**config.mk**
```make
export PLATFORM = sky130hd
export DESIGN_NAME = vend_ctrl_param
export DESIGN_NICKNAME = d
export VERILOG_FILES = /design/src/rtl/vend_ctrl_param.sv
export SDC_FILE = /design/constraint.sdc
export NUM_CORES = 1
export LEC_CHECK = 0
export BUFFER_PORTS_ARGS = -buffer_cell sky130_fd_sc_hd__buf_4
export CAP_MARGIN = 20
export CORE_ASPECT_RATIO = 0.9
export CORE_MARGIN = 4
export CORE_UTILIZATION = 56
export DETAILED_ROUTE_END_ITERATION = 8
export PLACE_DENSITY = 0.78
export SYNTH_ARGS = -nofsm -noshare
export SYNTH_HDL_FRONTEND = slang
export SYNTH_SLANG_ARGS = --single-unit
export TNS_END_PERCENT = 1
```
**constraint.sdc**
```tcl
create_clock -name sys_clk -period 9.3 [get_ports sys_clk]
set_clock_uncertainty 0.05 [all_clocks]
set_input_delay 1.395 -clock sys_clk [delete_from_list [all_inputs] [get_ports sys_clk]]
set_output_delay 1.395 -clock sys_clk [all_outputs]
set_load 0.05 [all_outputs]
```
**src/rtl/vend_ctrl_param.sv**
```systemverilog
// Purpose: debounced-key vending controller with a configurable price, serial change/refund and LED status.
// Latency: key edge to press pulse is DEB_CYCLES+3 cycles; FSM reacts one cycle after a press; all outputs registered.
// Backpressure: none; coins arriving in VEND/CHANGE are refused with a po_reject pulse instead of being queued.
//
// Ports:
//   sys_clk, sys_rst                       clock, synchronous active-high reset
//   pi_money_half, pi_money_one, pi_cancel raw active-low asynchronous bouncy keys
//   po_cola, po_money, po_reject           single-cycle event pulses
//   credit [CW-1:0], state [2:0], led [3:0] status outputs
module vend_ctrl_param #(
    parameter int DEB_CYCLES = 1_000_000,
    parameter int PRICE      = 5,
    parameter int CW         = 4,
    parameter int CHG_GAP    = 25_000_000
) (
    input  logic          sys_clk,
    input  logic          sys_rst,
    input  logic          pi_money_half,
    input  logic          pi_money_one,
    input  logic          pi_cancel,
    output logic          po_cola,
    output logic          po_money,
    output logic          po_reject,
    output logic [CW-1:0] credit,
    output logic [2:0]    state,
    output logic [3:0]    led
);

    localparam int DW = $clog2(DEB_CYCLES);
    localparam int GW = $clog2(CHG_GAP);

    typedef enum logic [2:0] {
        S_IDLE    = 3'd0,
        S_COLLECT = 3'd1,
        S_VEND    = 3'd2,
        S_CHANGE  = 3'd3
    } state_t;

    // ------------------------------------------------------------------
    // Key conditioning. Bit order everywhere: {cancel, one, half}.
    // ------------------------------------------------------------------
    logic [2:0]    raw_keys;
    logic [2:0]    sync1_q, sync2_q, filt_q, press_q;
    logic [DW-1:0] cnt_q [3];

    assign raw_keys = {pi_cancel, pi_money_one, pi_money_half};

    always_ff @(posedge sys_clk) begin
        if (sys_rst) begin
            sync1_q <= '1;
            sync2_q <= '1;
            filt_q  <= '1;
            press_q <= '0;
            for (int i = 0; i < 3; i++) cnt_q[i] <= '0;
        end else begin
            sync1_q <= raw_keys;
            sync2_q <= sync1_q;
            for (int i = 0; i < 3; i++) begin
                press_q[i] <= 1'b0;
                if (sync2_q[i] == filt_q[i]) begin
                    cnt_q[i] <= '0;
                end else if (cnt_q[i] == DW'(DEB_CYCLES - 1)) begin
                    // This is the DEB_CYCLES-th consecutive differing cycle: accept the level.
                    // A differing level while filt is high can only be a press (1->0).
                    filt_q[i]  <= sync2_q[i];
                    cnt_q[i]   <= '0;
                    press_q[i] <= filt_q[i];
                end else begin
                    cnt_q[i] <= cnt_q[i] + DW'(1);
                end
            end
        end
    end

    // ------------------------------------------------------------------
    // Vending FSM
    // ------------------------------------------------------------------
    state_t        state_q, state_d;
    logic [CW-1:0] credit_q, credit_d;
    logic [CW-1:0] change_q, change_d;
    logic [GW-1:0] gap_q, gap_d;
    logic          cola_q, cola_d;
    logic          money_q, money_d;
    logic          reject_q, reject_d;
    logic [3:0]    led_q, led_d;

    logic [CW-1:0] coin_v;
    logic [CW-1:0] sum;
    logic          coin_any;
    logic          cancel_p;
    logic [CW+3:0] credit_ext;

    // half is worth 1, one is worth 2, so the coin value is simply {one, half}.
    assign coin_v   = CW'({press_q[1], press_q[0]});
    assign sum      = credit_q + coin_v;
    assign coin_any = press_q[0] | press_q[1];
    assign cancel_p = press_q[2];

    always_comb begin
        state_d    = state_q;
        credit_d   = credit_q;
        change_d   = change_q;
        gap_d      = '0;
        cola_d     = 1'b0;
        money_d    = 1'b0;
        reject_d   = 1'b0;
        led_d      = 4'b0000;
        credit_ext = '0;

        case (state_q)
            S_IDLE, S_COLLECT: begin
                if (state_q == S_COLLECT && cancel_p) begin
                    // Cancel beats a same-cycle coin; that coin is refused.
                    change_d = credit_q;
                    credit_d = '0;
                    state_d  = S_CHANGE;
                    reject_d = coin_any;
                end else begin
                    credit_d = sum;
                    if (sum >= CW'(PRICE)) begin
                        state_d  = S_VEND;
                        change_d = sum - CW'(PRICE);
                    end else if (sum != '0) begin
                        state_d = S_COLLECT;
                    end
                end
            end
            S_VEND: begin
                cola_d   = 1'b1;
                credit_d = '0;
                reject_d = coin_any;
                state_d  = (change_q != '0) ? S_CHANGE : S_IDLE;
            end
            S_CHANGE: begin
                reject_d = coin_any;
                if (gap_q == '0) begin
                    money_d  = 1'b1;
                    change_d = change_q - CW'(1);
                    if (change_q == CW'(1)) state_d = S_IDLE;
                end
                gap_d = (gap_q == GW'(CHG_GAP - 1)) ? '0 : gap_q + GW'(1);
            end
            default: state_d = S_IDLE;
        endcase

        // LED tracks the state being entered so it is coherent with state/credit.
        credit_ext = {4'b0000, credit_d};
        case (state_d)
            S_COLLECT: led_d = credit_ext[3:0];
            S_VEND:    led_d = 4'b1111;
            S_CHANGE:  led_d = {1'b1, change_d[2:0]};
            default:   led_d = 4'b0000;
        endcase
    end

    always_ff @(posedge sys_clk) begin
        if (sys_rst) begin
            state_q  <= S_IDLE;
            credit_q <= '0;
            change_q <= '0;
            gap_q    <= '0;
            cola_q   <= 1'b0;
            money_q  <= 1'b0;
            reject_q <= 1'b0;
            led_q    <= 4'b0000;
        end else begin
            state_q  <= state_d;
            credit_q <= credit_d;
            change_q <= change_d;
            gap_q    <= gap_d;
            cola_q   <= cola_d;
            money_q  <= money_d;
            reject_q <= reject_d;
            led_q    <= led_d;
        end
    end

    assign po_cola   = cola_q;
    assign po_money  = money_q;
    assign po_reject = reject_q;
    assign credit    = credit_q;
    assign state     = state_q;
    assign led       = led_q;

endmodule
```
==> impl_results.md, run 1 <==
- Final #Nets: 689
- Worst vdd ir: 219 µV
- Mapped Cells: 589
- HPWL after detailed placement: 7940 µm
- CTS tree: done
- GRT Residual Overflow: 0
- Final hold violations: 0
- Max-slew violations: 0
- Antenna Violating Nets Remaining: 0
- Die Span X: 115 µm
- Slowest cell on crit path: a222oi_1
- Via count: 4349
- RSZ-0062 raised after global routing: no
- CP startpoint kind: flip-flop
- Final WS setup: 5.58 ns
- Lkg Pwr: 2.58 nW
- Vias in the first global route: 4295
- CP Capture Type: flip-flop
- Sequential Power Share: 44.6%
- YS warnings: 0
- Max_cap viols: 0
- Post-Syn Area: 5750 µm²
- Slew @ Worst Pin: 0.944 ns
- Antenna cell count: 0
- Sequential area share after synthesis: 50.5%
- WP buf/inv: 1
- H-tree depth: 4
- Top cells by area, synth: edfxtp_1 (31%), dfxtp_1 (19%), xor2_1 (7.6%)
- Port Buf Inserts: 18
- Vias per cell: 5.37
- Pwr Density: 184 nW/µm²
- Die Y: 104 µm
- Post-cts repair resize count: 0
- Clock root buffer: clkbuf_16
- Pin count of the biggest net entering global routing: 31
- Drt pass-1 iters: 5
- Hold WC Path Type: reg2reg
- Share of the synthesized area in the top cell type: 31.4%
- Initial DRC count: 370
- Most frequent cell after synthesis: nor2_1
- Flop and latch count out of synthesis: 115
- Worst Path Max Fanout: 8
- Post-synth EDFFs: 60
- Tot GR Track Use: 20.1%
- Worst-path clk slew: 0.05 ns
- Reg2reg start: credit[0]
- Post CTS Setup Buffer Count: 0
- Final period utilization: 40.0%
- Clock sinks: 115
- Initial antenna violation count: 0
- Worst Setup SP: credit[0]
- Syn_area_per_cell: 9.75 µm²
- Setup TNS: 0 ns
- Clk Latency, worst-skew pair: 0.40 ns
- CTS Buf Count: 17
- Site row count: 34
- Commonest cells in the synthesized netlist: nor2_1 (112), edfxtp_1 (60), dfxtp_1 (55)
- Fmax: 0.269 GHz
- Initial Util: 58.5%
- CTS Hold Bufs: 0
- I/O Pins: 19
- Sw Share: 19.9%
- Comb pwr share: 2.3%
- Critical path arrival: 3.96 ns
- DRT Wirelength: 11500 µm
- WL/cell: 14.2 µm
- Placeable core area: 9830 µm²
- Worst EP required: 9.54 ns
- Status: complete, no violations
- Unique masters post-synth: 52
- Clock share of power: 53.1%
- Psw: 0.250 mW
- Final GP Congestion: 0.915
- Pre-CTS WS: 5.67 ns
- Setup violations, final: 0
- Async SR Flop Fraction: 0%
- Hold_sp: sync1_q[2]
- DRC errors left: 0
- Die area: 11900 µm²
- Final worst path period need: 3.72 ns
- Ys flop type: edfxtp_1
- First-pass GRT wire length: 19600 µm
- Cell mode on critical path: ha_1
- Slew headroom: 37.1%
- Synthesis-to-finish area growth: 18.7%
- Yosys top cell by area: edfxtp_1
- Family with the most delay on the worst path: compound AO/OA/AOI/OAI gates
- Pint: 1.01 mW
- CP Cell Sequence: ha_1 -> fa_1 -> inv_1 -> ha_1 -> or2b_1 -> a222oi_1 -> a21boi_1 -> o22a_1 -> a2111o_1 -> a221o_1
- Clk buf depth: 2
- Critical Path Max Stage Delay: 0.82 ns
- Share of post-route cells with drive strength above 1: 8.77%
- Setup CP Type: reg2reg
-- power groups by stage --
stage	Combinational (mW)	Clock, mW	Sequential [mW]
2_1_floorplan	0.0226	0	0.567
3_3_place_gp	0.0274	0	0.569
3_5_place_dp	0.0277	0	0.570
4_1_cts	0.0282	0.674	0.560
5_1_grt	0.0333	0.701	0.562
6_report	0.0291	0.666	0.560
-- layout make-up --
type	instances	area, µm²
Inverter	15	56.3
Multi-Input combinational cell	503	2950
Clock buffer	21	482
Timing Repair Buffer	19	143
Fill cell	744	3000
Tap cell	126	158
Sequential cell	115	2900
Clock inverter	11	129
-- layer usage --
metal  vias up  wire length [µm]  part of all wire (%)  track usage (%)
met5         -                 0                     0                0
met2        98              5590                    49             31.6
met1      2058              5300                    46             26.2
li1       2185                 -                     -                -
met4         0                85                  0.74             6.79
met3         8               521                   4.5             6.52
-- layout by cell type, fill, tap and decap left out, types with 7 or more instances in the layout --
cell type / n
a21oi_1: 9
and3_1: 22
buf_4: 19
clkbuf_16: 18
conb_1: 61
dfxtp_1: 55
edfxtp_1: 60
ha_1: 12
inv_1: 15
nand2_1: 38
nand3_1: 41
nand4_1: 16
nor2_1: 112
nor2b_1: 7
nor3_1: 12
nor4_1: 8
nor4b_1: 10
o21ai_0: 7
or2_2: 8
xnor2_1: 29
xor2_1: 50
-- worst paths after layout --
path,end,slack (ns),cells past startpoint
hold reg to reg,sync2_q[2],0.36,1
setup reg to reg,led[0],5.58,10
setup / recovery,led[0],5.58,10
hold / removal,sync2_q[2],0.36,1
-- worst register-to-register path: cells and delay by family (launching register included) --
kind	cells	cell delay, ns
buffers and inverters	1	0.13
and+or+nand+nor	1	0.27
DFF	1	0.40
adders and majority gates	3	0.93
AOI/OAI and AO/OA	5	1.82
-- kinds of logic (layout without fill, tap and decap cells) --
kind of cell	after synthesis	count (layout)	share of synthesized area, %
DFF	115	115	50.5
buffers and inverters	30	66	2.03
adders and majority gates	13	13	2.96
muxes	2	2	0.348
AOI/OAI and AO/OA	45	45	5.64
xor gates and xnor gates	79	79	12.0
other	2	61	0.131
and+or+nand+nor	303	303	26.3
-- through the flow --
stage | power [mW] | hold WS [ns] | std cells | util [%] | area, µm²
2_1_floorplan | 0.589 | 0.339 | 648 | - | 5970
3_3_place_gp | 0.597 | 0.344 | 778 | 63.2 | 6210
3_5_place_dp | 0.598 | 0.348 | 778 | 63.2 | 6210
4_1_cts | 1.26 | 0.361 | 810 | 69.4 | 6820
5_1_grt | 1.30 | 0.376 | 810 | 69.4 | 6820
6_report | 1.26 | 0.360 | 810 | 69.4 | 6820
-- sequential cells by signal, summed over array words and instances, names as in the netlist --
signal / count
credit: 4
led: 4
press_q: 3
sync1_q: 3
po_cola: 1
gap_q: 25
change_q: 4
sync2_q: 3
filt_q: 3
po_money: 1
state: 3
cnt_q: 60
po_reject: 1
Power figures use the tool's default switching activity.
==> inputs of run 2 (changes only) <==
clock period = 3.6 ns   (was 9.3 ns; I/O delays follow)
==> run 2 against run 1 <==
Against the previous run: sequential power grew to 2.6 times the previous value; final cell count grew 0.25%; first-iteration DRC count shrank 15%; worst setup slack lost 5.2 ns; non-clock buffer count grew 2; critical endpoint unchanged; largest cell class unchanged; highest routed layer unchanged.
==> impl_results.md, run 2 (same netlist as run 1, synthesis figures left out) <==
- Clock sinks: 115 (unchanged)
- DRC errors left: 0 (unchanged)
- Lkg Pwr: 2.56 nW (-0.74%)
- Worst EP required: 3.84 ns (-5.70 ns)
- Die Span X: 115 µm (unchanged)
- Pwr Density: 455 nW/µm² (+150%)
- Hold WC Path Type: in2reg
- Status: complete, no violations
- HPWL after detailed placement: 7960 µm (+0.15%)
- Via count: 4448 (+2.3%)
- Placeable core area: 9830 µm² (unchanged)
- Uppermost layer routed: met4
- First-pass GRT wire length: 19900 µm (+1.8%)
- Worst vdd ir: 437 µV (+100%)
- Vias per cell: 5.48 (+2.0%)
- Die Y: 104 µm (unchanged)
- Setup TNS: 0 ns (unchanged)
- CP Capture Type: flip-flop
- CP startpoint kind: flip-flop
- Clk buf depth: 2 (unchanged)
- Clk Latency, worst-skew pair: 0.41 ns (about the same)
- WL/cell: 14.4 µm (+1.3%)
- Share of post-route cells with drive strength above 1: 8.89% (+0.12 points)
- I/O Pins: 19 (unchanged)
- Critical Path Max Stage Delay: 0.54 ns (-0.28 ns)
- WP buf/inv: 2 (+1)
- CTS Buf Count: 17 (unchanged)
- GRT Residual Overflow: 0 (unchanged)
- Max FFs per register: 60 (unchanged)
- CTS Hold Bufs: 0 (unchanged)
- Final GP Congestion: 0.892 (-2.5%)
- Cell mode on critical path: ha_1
- RSZ-0062 raised after global routing: no
- Fin Hold WS: 0.278 ns (-0.0815 ns)
- WL met3: 663 µm (+27%)
- Vias in the first global route: 4337 (+0.98%)
- M1 WL: 5150 µm (-3.0%)
- Met2 WL post-DR: 5580 µm (-0.20%)
- Clock root buffer: clkbuf_16
- DRT Wirelength: 11700 µm (+1.6%)
- Worst Setup SP: credit[0]
- Synthesis-to-finish area growth: 18.1%
- Family with the most delay on the worst path: compound AO/OA/AOI/OAI gates
- Setup violations, final: 0 (unchanged)
- Antenna Violating Nets Remaining: 0 (unchanged)
- Reg with most FFs: cnt_q
- CP Cell Sequence: ha_1 -> fa_1 -> inv_1 -> ha_1 -> or2b_1 -> a222oi_1 -> buf_4 -> a21boi_1 -> o22a_1 -> a2111o_1 -> a221o_1
- Reg2reg start: credit[0]
- Slew headroom: 53.9% (+17 points)
- Worst Path Max Fanout: 8 (unchanged)
- Max-slew violations: 0 (unchanged)
- Final period utilization: 88.8% (+49 points)
- Max_cap viols: 0 (unchanged)
- Multi-input gate area: 2950 µm² (unchanged)
- Reg area: 2900 µm² (about the same)
- Die area: 11900 µm² (unchanged)
- Pin count of the biggest net entering global routing: 31 (unchanged)
- Final #Nets: 691 (+0.29%)
- Hold_sp: pi_money_half
- Worst-path clk slew: 0.05 ns (about the same)
- Tot GR Track Use: 20.7% (+0.59 points)
- Slowest cell on crit path: fa_1
- Post CTS Setup Buffer Count: 0 (unchanged)
- Initial DRC count: 314 (-15%)
- Final hold violations: 0 (unchanged)
- CTS tree: done
- Initial Util: 58.5% (unchanged)
- Setup CP Type: reg2reg
- Drt pass-1 iters: 5 (unchanged)
- Post-cts repair resize count: 0 (unchanged)
- Slew @ Worst Pin: 0.685 ns (-0.259 ns)
- Site row count: 34 (unchanged)
- H-tree depth: 4 (unchanged)
- Largest regs: cnt_q x60, gap_q x25
- Initial antenna violation count: 0 (unchanged)
- Critical path arrival: 3.43 ns (-0.53 ns)
- Final worst path period need: 3.20 ns (-0.524 ns)
- Port Buf Inserts: 18 (unchanged)
- Most frequent cells in the layout: nor2_1 (112), conb_1 (61), edfxtp_1 (60)
- Fmax: 0.313 GHz (+16%)
- Fillers: 735 (-1.2%)
- Antenna cell count: 0 (unchanged)
- Most common cell after layout, fill and taps aside: nor2_1
-- run 2: path summary, 6_finish.rpt --
kind                      to  slack [ns]  depth (start not counted)
setup / recovery      led[0]        0.40                         11
hold / removal    sync1_q[0]        0.28                          2
setup reg to reg      led[0]        0.40                         11
hold reg to reg   sync2_q[1]        0.36                          1
-- run 2: where the power goes --
part	leakage (nW)	internal [mW]	switching (mW)	total, mW
Clock	0.278	1.01	0.548	1.56
Combinational	1.21	0.0297	0.0461	0.0758
Sequential	1.06	1.41	0.0348	1.45
-- run 2: metal layers --
metal  up-vias  track usage (%)
met2       138             32.0
met1      2092             26.7
met3        23             6.63
met5         -                0
li1       2195                -
met4         0             8.89
-- run 2: layout make-up --
| type | instances | share of cell area [%] |
|---|---|---|
| Clock buffer | 26 | 7.36 |
| Clock inverter | 6 | 0.812 |
| Inverter | 15 | 0.830 |
| Multi-Input combinational cell | 503 | 43.5 |
| Sequential cell | 115 | 42.8 |
| Tap cell | 126 | 2.32 |
| Timing Repair Buffer | 21 | 2.32 |
-- run 2: stage by stage --
step	total power [mW]	instances	utilization (%)	setup slack (ns)	instance area, µm²
final	3.09	812	69.0	0.403	6780
after floorplan	1.52	648	-	0.163	5970
after global placement	1.54	780	63.4	0.509	6230
after detailed placement	1.55	780	63.4	0.458	6230
after CTS	3.11	812	69.0	0.442	6780
after global routing	3.19	812	69.0	0.270	6780
==> inputs of run 3 (changes only) <==
CELL_PAD_IN_SITES_DETAIL_PLACEMENT = 2   (was not set)
CELL_PAD_IN_SITES_GLOBAL_PLACEMENT = 2   (was not set)
CORE_UTILIZATION = 40   (was 56)
CTS_CLUSTER_DIAMETER = 30   (was not set)
PLACE_DENSITY = 0.84   (was 0.78)
==> run 3 against run 2 <==
Against the previous run: total power decreased by 1.3%; die area rose by 37%; flip-flop and latch count stayed put; design area up 0.72%; via count increased by 3.4%; clock power is 3% lower; routed wire length up 46%.
==> impl_results.md, run 3 (same netlist as run 1, synthesis figures left out) <==
- Status: complete, no violations
- Max-slew violations: 0 (unchanged)
- Initial antenna violation count: 0 (unchanged)
- CP Capture Type: flip-flop
- Setup TNS: 0 ns (unchanged)
- Final worst path period need: 3.30 ns (+0.101 ns)
- Pin count of the biggest net entering global routing: 31 (unchanged)
- RSZ-0062 raised after global routing: no
- Tot GR Track Use: 22.2% (+1.5 points)
- Final #Nets: 691 (unchanged)
- Synthesis-to-finish area growth: 18.9%
- Worst-path clk slew: 0.05 ns (about the same)
- Final period utilization: 91.6% (+2.8 points)
- Post-cts repair resize count: 0 (unchanged)
- Max_cap viols: 0 (unchanged)
- Setup violations, final: 0 (unchanged)
- Fillers: 1514 (+110%)
- Final hold violations: 0 (unchanged)
- I/O Pins: 19 (unchanged)
- Drt pass-1 iters: 4 (-1)
- Worst EP required: 3.86 ns (+0.02 ns)
- Pwr Density: 446 nW/µm² (-2.0%)
- Share of post-route cells with drive strength above 1: 8.45% (-0.44 points)
- Vias in the first global route: 5244 (+21%)
- First-pass GRT wire length: 28000 µm (+41%)
- Most frequent cells in the layout: nor2_1 (112), conb_1 (61), edfxtp_1 (60)
- Antenna Violating Nets Remaining: 0 (unchanged)
- Clk buf depth: 2 (unchanged)
- DRT Wirelength: 17100 µm (+46%)
- Worst Path Max Fanout: 8 (unchanged)
- Final GP Congestion: 0.804 (-9.8%)
- Clock root buffer: clkbuf_16
- Die Span X: 134 µm (+17%)
- Max FFs per register: 60 (unchanged)
- Worst vdd ir: 399 µV (-8.9%)
- CTS Hold Bufs: 0 (unchanged)
- H-tree depth: 4 (unchanged)
- Initial DRC count: 250 (-20%)
- Fin area: 6830 µm² (+0.72%)
- Post CTS Setup Buffer Count: 0 (unchanged)
- Fmax: 0.303 GHz (-3.0%)
- Critical path arrival: 3.56 ns (+0.13 ns)
- Port Buf Inserts: 18 (unchanged)
- Most common cell after layout, fill and taps aside: nor2_1
- Slew @ Worst Pin: 0.827 ns (+0.143 ns)
- Clock sinks: 115 (unchanged)
- Die area: 16300 µm² (+37%)
- Placeable core area: 14100 µm² (+43%)
- Initial Util: 40.9% (-18 points)
- HPWL after detailed placement: 12100 µm (+53%)
- Vias per cell: 5.23 (-4.5%)
- Clk Latency, worst-skew pair: 0.42 ns (about the same)
- Pwr Total: 3.05 mW (-1.3%)
- CTS Buf Count: 17 (unchanged)
- Setup CP Type: reg2reg
- GRT Residual Overflow: 0 (unchanged)
- Lkg Pwr: 2.53 nW (-0.97%)
- Dpl cell area: 6310 µm² (+1.3%)
- Site row count: 41 (+21%)
- DRC errors left: 0 (unchanged)
- Largest regs: cnt_q x60, gap_q x25
- Fin Hold WS: 0.261 ns (-0.0177 ns)
- Reg with most FFs: cnt_q
- Die Y: 122 µm (+17%)
- Slew headroom: 44.5% (-9.4 points)
- Antenna cell count: 0 (unchanged)
- Hold WC Path Type: in2reg
- CP startpoint kind: flip-flop
- Via count: 4600 (+3.4%)
- WL/cell: 19.5 µm (+35%)
- CTS tree: done
run 3: cell count changes in the layout (fill, tap and decap cells not counted):
cell        previous run  this run
clkinv_2               5         3
clkbuf_1               5         6
bufinv_16              1         0
clkbuf_8               4         3
clkinvlp_4             0         1
clkinv_1               0         2
run 3: per-layer routing:
metal  routed length [µm]  vias to the layer above  GRT usage (%)
met5                    0                        -              0
li1                     -                     2187              -
met3                  469                       28           5.45
met1                 7220                     2325           24.9
met4                  345                        0           8.21
met2                 9070                       60           41.0
run 3: metrics by stage:
step                      utilization, %  cells  worst slack [ns]
after floorplan                        -    648             0.163
after global placement              44.9    847             0.509
after detailed placement            44.9    847             0.330
after CTS                           48.6    879             0.313
after global routing                48.6    879            0.0584
final                               48.6    879             0.302
run 3: cell type report:
class                           count  area, µm²  area share (%)
Multi-Input combinational cell    503       2950            43.2
Inverter                           15       56.3           0.824
Sequential cell                   115       2900            42.5
Clock inverter                      6       30.0           0.440
Clock buffer                       26        489            7.16
Timing Repair Buffer               21        158            2.31
Tap cell                          193        241            3.53
run 3: power by group:
part	total [mW]	internal (mW)	leakage, nW	switching [mW]
logic	0.0843	0.0299	1.21	0.0544
registers	1.45	1.41	1.06	0.0380
clock network	1.51	0.924	0.253	0.588
run 3: final timing paths:
check,start,end,slack [ns],cells after the start
max,credit[0],led[0],0.30,11
min,pi_money_half,sync1_q[0],0.26,2
max reg2reg,credit[0],led[0],0.30,11
min reg2reg,sync1_q[1],sync2_q[1],0.36,1
run 3: critical path: stages (launching register included):
cell,delay [ns]
dfxtp_2,0.34
ha_1,0.26
fa_1,0.50
inv_1,0.13
ha_1,0.20
or2b_1,0.26
a222oi_1,0.31
buf_4,0.22
a21boi_1,0.07
o22a_1,0.24
a2111o_1,0.30
a221o_1,0.29
